$ cat config.mk
export PLATFORM = sky130hd
export DESIGN_NAME = onehot_grant_dispatcher
export DESIGN_NICKNAME = d
export VERILOG_FILES = /design/src/rtl/onehot_grant_dispatcher.sv
export SDC_FILE = /design/constraint.sdc
export NUM_CORES = 1
export LEC_CHECK = 0
export BUFFER_PORTS_ARGS = -buffer_cell sky130_fd_sc_hd__buf_2
export CAP_MARGIN = 15
export CORE_ASPECT_RATIO = 1.5
export CORE_MARGIN = 2
export CORE_UTILIZATION = 50
export CTS_BUF_LIST = sky130_fd_sc_hd__clkbuf_8
export CTS_CLUSTER_DIAMETER = 80
export DETAILED_ROUTE_END_ITERATION = 8
export PLACE_DENSITY = 0.77
export RECOVER_POWER = 100
export SLEW_MARGIN = 20
export SYNTH_ARGS = -nofsm -noshare
export SYNTH_HDL_FRONTEND = slang
export SYNTH_SLANG_ARGS = --single-unit
$ cat constraint.sdc
create_clock -name clk_i -period 1.9 [get_ports clk_i]
set_input_delay 0.38 -clock clk_i [delete_from_list [all_inputs] [get_ports clk_i]]
set_output_delay 0.38 -clock clk_i [all_outputs]
set_load 0.05 [all_outputs]
$ cat src/rtl/onehot_grant_dispatcher.sv
//==============================================================================
// Module      : onehot_grant_dispatcher
// Description : Turns an encoded channel index into a registered one-hot grant
//               held until ack or timeout, one grant outstanding at a time.
// Revision    : 1.0 - initial release
//==============================================================================
`default_nettype none

module onehot_grant_dispatcher #(
    parameter int N_CH    = 16,
    parameter int IDX_W   = 4,
    parameter int TIMEOUT = 255
) (
    input  logic             clk_i,
    input  logic             rst_i,
    input  logic [IDX_W-1:0] idx_i,
    input  logic             idx_valid_i,
    output logic             idx_ready_o,
    input  logic [N_CH-1:0]  ack_i,
    output logic [N_CH-1:0]  grant_o,
    output logic             busy_o,
    output logic             timeout_o,
    output logic             stray_ack_o,
    output logic [7:0]       done_cnt_o
);

    typedef enum logic [1:0] {
        S_IDLE    = 2'd0,
        S_GRANT   = 2'd1,
        S_RELEASE = 2'd2
    } state_t;

    localparam logic [7:0] c_hold_last = 8'(TIMEOUT - 1);

    state_t            r_state;
    state_t            w_state_nxt;
    logic [IDX_W-1:0]  r_idx;
    logic [IDX_W-1:0]  w_idx_nxt;
    logic [N_CH-1:0]   r_grant;
    logic [N_CH-1:0]   w_grant_nxt;
    logic [7:0]        r_hold;
    logic [7:0]        w_hold_nxt;
    logic              r_busy;
    logic              w_busy_nxt;
    logic              r_timeout;
    logic              w_timeout_nxt;
    logic              r_stray;
    logic              w_stray_nxt;
    logic [7:0]        r_done_cnt;
    logic [7:0]        w_done_nxt;

    logic [N_CH-1:0]   w_dec;
    logic [N_CH-1:0]   w_lat_mask;
    logic              w_other_ack;

    assign w_dec       = {{(N_CH-1){1'b0}}, 1'b1} << idx_i;
    assign w_lat_mask  = {{(N_CH-1){1'b0}}, 1'b1} << r_idx;
    // Acks on any channel except the latched one; the latched channel is
    // excused in GRANT (real ack) and for one trailing cycle in RELEASE.
    assign w_other_ack = |(ack_i & ~w_lat_mask);

    always_ff @(posedge clk_i or posedge rst_i) begin
        if (rst_i) begin
            r_state    <= S_IDLE;
            r_idx      <= '0;
            r_grant    <= '0;
            r_hold     <= '0;
            r_busy     <= 1'b0;
            r_timeout  <= 1'b0;
            r_stray    <= 1'b0;
            r_done_cnt <= '0;
        end else begin
            r_state    <= w_state_nxt;
            r_idx      <= w_idx_nxt;
            r_grant    <= w_grant_nxt;
            r_hold     <= w_hold_nxt;
            r_busy     <= w_busy_nxt;
            r_timeout  <= w_timeout_nxt;
            r_stray    <= w_stray_nxt;
            r_done_cnt <= w_done_nxt;
        end
    end

    always_comb begin
        w_state_nxt   = r_state;
        w_idx_nxt     = r_idx;
        w_grant_nxt   = r_grant;
        w_hold_nxt    = r_hold;
        w_busy_nxt    = r_busy;
        w_timeout_nxt = 1'b0;
        w_stray_nxt   = r_stray;
        w_done_nxt    = r_done_cnt;

        case (r_state)
            S_IDLE: begin
                if (|ack_i) begin
                    w_stray_nxt = 1'b1;
                end
                if (idx_valid_i) begin
                    w_idx_nxt   = idx_i;
                    w_grant_nxt = w_dec;
                    w_hold_nxt  = '0;
                    w_busy_nxt  = 1'b1;
                    w_state_nxt = S_GRANT;
                end
            end
            S_GRANT: begin
                if (w_other_ack) begin
                    w_stray_nxt = 1'b1;
                end
                w_hold_nxt = r_hold + 8'd1;
                // Ack takes precedence over a timeout on the same edge.
                if (ack_i[r_idx]) begin
                    w_grant_nxt = '0;
                    w_busy_nxt  = 1'b0;
                    w_done_nxt  = r_done_cnt + 8'd1;
                    w_state_nxt = S_RELEASE;
                end else if (r_hold == c_hold_last) begin
                    w_grant_nxt   = '0;
                    w_busy_nxt    = 1'b0;
                    w_timeout_nxt = 1'b1;
                    w_state_nxt   = S_RELEASE;
                end
            end
            S_RELEASE: begin
                if (w_other_ack) begin
                    w_stray_nxt = 1'b1;
                end
                w_state_nxt = S_IDLE;
            end
            default: begin
                w_grant_nxt = '0;
                w_busy_nxt  = 1'b0;
                w_state_nxt = S_IDLE;
            end
        endcase
    end

    assign idx_ready_o = (r_state == S_IDLE) && !rst_i;
    assign grant_o     = r_grant;
    assign busy_o      = r_busy;
    assign timeout_o   = r_timeout;
    assign stray_ack_o = r_stray;
    assign done_cnt_o  = r_done_cnt;

endmodule

`default_nettype wire

==> run summary <==
CP bufs+invs: 2
Clock slew at reported path FFs: 80 ps
Setup TNS: -683.3 ps
Fmax: 0.5054 GHz
Cell variety after synth: 49
Peak supply drop: 1.116 mV
Crit-path slowest cell: dfrtp_2
Final WL: 6217 um
DRT antenna net count: 0
Hold Path Class: primary input to asynchronous set/reset pin
Critical path capture point type: flop
Clock Skews: 7.896 ps
Top FF cell, synth: dfrtp_1
Via Count: 2235
# IOs: 51
Crit path max-delay family: compound AO/OA/AOI/OAI gates
Share of the synthesized area in the top cell type: 43.59%
Flops & latches, synth: 41
Syn nets: 268
Core footprint: 4542 um^2
Final Hold Vio Count: 0
Largest net degree at the start of global routing: 33
RSZ-0062 raised after global routing: yes
Vias in the first global route: 2231
Per-cell routed wire length: 15.98 um
Critical-path cell list: buf_6, mux2i_1, a31oi_1, o21ai_1, o21ai_2, buf_6, and2_4, mux2_4
Slowest stage delay, CP: 450 ps
Die width: 60.02 um
Period utilization: 104.1%
GP Congestion: 0.9612
Async SR Flop Fraction: 100.0%
CTS tree: built
Clock Latency Late Sink: 300 ps
GRT Overall Usage: 24.81%
DR iter-0 viols: 67
Filler Cells Inserted: 376
Avg Cell Area, Syn: 9.889 um^2
Worst-path maximum fanout: 6
Synth Instances: 238
Clk sinks: 41
Commonest non-fill, non-tap cells in the layout: dfrtp_1 (39), buf_4 (32), clkbuf_1 (30)
Antenna violations before repair: 0
Violated checks: negative setup slack
Post-route setup slack: -78.60 ps
Slew Limit Fails: 0
Diodes inserted: 0
Critical Setup Path Class: flop to flop
DP Area: 2929 um^2
Startpoint types: flop
CTS H-tree lvls: 2
Period minus WS final: 1979 ps
Synthesized cell area: 2354 um^2
Area Overhead vs Synth: 31.63%
Pre-CTS WS: -157.8 ps
Cell taking the most area after synthesis: dfrtp_1
Global route overflow: 0
First-pass GRT wire length: 9929 um
Die area: 5283 um^2
I/O Buffers: 50
Dpl hpwl: 4458 um
Root Buffer: clkbuf_8
Clk buf depth: 2
Cell leakage power: 0.001426 uW
WP data arrival: 2160 ps
Power Dens Cells: 1527 nW/um^2
Layout cells sized above 1: 29.54%
Ys Warns: 0
Rel. slew slack: 46.39%
Commonest non-fill, non-tap cell in the layout: dfrtp_1
Initial core utilization: 51.82%
1st-pass router iterations: 4
Row count: 30
Worst slew pin tran: 804.1 ps
Design area: 3098 um^2
Die Height: 88.03 um
EDFF count, synth: 0
Setup-failing EPs final: 24
Max_cap viols: 0
Status: complete, but fails checks
Drt via density: 5.746
Top post-synthesis cells by area: dfrtp_1 (44%), a22o_1 (6.3%), ha_1 (3.7%), nor3_1 (3.6%), mux2i_1 (2.6%)
TritonCTS buffer count: 5
Nets: 354
DRC viols: 0
Cell mode on critical path: buf_6
Seq/Total Area, Yosys: 43.59%
Critical Path RT: 2080 ps
==> worst reg2reg max path, delay by kind of cell, from the launching register on <==
kind	cells	cell delay (ps)
AO/OA/AOI/OAI	3	560
multiplexers	2	410
flip-flops	1	450
buffers and inverters	2	300
AND/OR/NAND/NOR	1	150
==> per-layer routing <==
| layer | GRT usage (%) | wire [um] | vias to the layer above |
|---|---|---|---|
| li1 | - | - | 1058 |
| met1 | 29.45 | 2423 | 1093 |
| met2 | 43.18 | 3346 | 68 |
| met4 | 11.52 | 197 | 0 |
| met5 | 0 | 0 | - |
| met3 | 3.397 | 250 | 16 |
==> cells in the mapped netlist, types with 2 or more instances <==
library cell and n:
a21oi_1 5, a22o_1 17, a31oi_1 4, and2_1 3
and3_1 4, and4_1 2, buf_2 3, buf_6 2
clkbuf_1 8, dfrtp_1 41, ha_1 7, inv_1 13
mux2_2 4, mux2i_1 6, mux4_2 2, nand2_1 12
nand3_1 7, nand3b_1 3, nand4_1 8, nor2_1 13
nor2b_1 3, nor3_1 17, nor3b_1 5, nor4_1 2
o21ai_0 9, o21ai_2 2, o22ai_1 3, or3_1 4
xnor2_1 5, xor2_1 5
==> final timing paths <==
check / depth (start not counted) / from / to / slack [ps]
setup reg to reg: 8 / r_idx[1]$_DFFE_PP0P_ / done_cnt_o[1]$_DFFE_PP0P_ / -80
setup / recovery: 8 / r_idx[1]$_DFFE_PP0P_ / done_cnt_o[1]$_DFFE_PP0P_ / -80
min in group clk_i: 2 / idx_i[0] / r_idx[0]$_DFFE_PP0P_ / 390
max in group asynchronous: 3 / rst_i / r_idx[2]$_DFFE_PP0P_ / 680
hold / removal: 2 / rst_i / done_cnt_o[6]$_DFFE_PP0P_ / 60
hold reg to reg: 1 / done_cnt_o[7]$_DFFE_PP0P_ / done_cnt_o[7]$_DFFE_PP0P_ / 480
==> flip-flops by register name, indices dropped and copies added, names as in the netlist <==
| register | count |
|---|---|
| grant_o | 16 |
| r_state | 2 |
| timeout_o | 1 |
| busy_o | 1 |
| done_cnt_o | 8 |
| stray_ack_o | 1 |
| r_hold | 8 |
| r_idx | 4 |
==> power by group <==
part / internal (uW) / leakage (uW) / total, uW / switching [uW]
Sequential: 1070 / 0.000542 / 1290 / 222
Clock: 329 / 0.0000542 / 636 / 307
Combinational: 1200 / 0.000830 / 2810 / 1610
Total: 2600 / 0.00143 / 4730 / 2130
==> layout make-up <==
type	count	area, um^2	area share [%]
inverters	13	48.80	1.575
flip-flops and latches	41	1028	33.20
well taps	64	80.08	2.585
multi-input cells	170	1275	41.16
clock buffers	7	96.34	3.110
repair buffers	93	564.3	18.21
clock inverters	1	5.005	0.1616
==> kinds of logic after synthesis <==
group / share of synthesized area, %
AND/OR/NAND/NOR: 19.67
buffers and inverters: 5.263
XOR/XNOR: 3.721
multiplexers: 6.858
AO/OA/AOI/OAI: 17.17
flip-flops: 43.59
adder cells (fa/ha/maj): 3.721
==> stage by stage <==
stage	instances	util [%]	total power, uW	hold slack [ps]
final	389	68.21	4732	60.56
after global routing	389	68.21	5027	105.7
after CTS	390	69.06	4769	97.68
after detailed placement	377	64.49	3769	411.6
after global placement	377	64.49	3720	413.0
after floorplan	238	-	2888	500.0
==> repair_timing <==
action / in CTS / in global routing
cloned: 1 / 0
resized for setup: 15 / 16
pin swaps: 22 / 16
endpoints found under the setup margin: 29 / 31
hold buffers: 0 / 0
setup buffers: 4 / 1
Note: power is estimated with default switching activity, not from simulation.
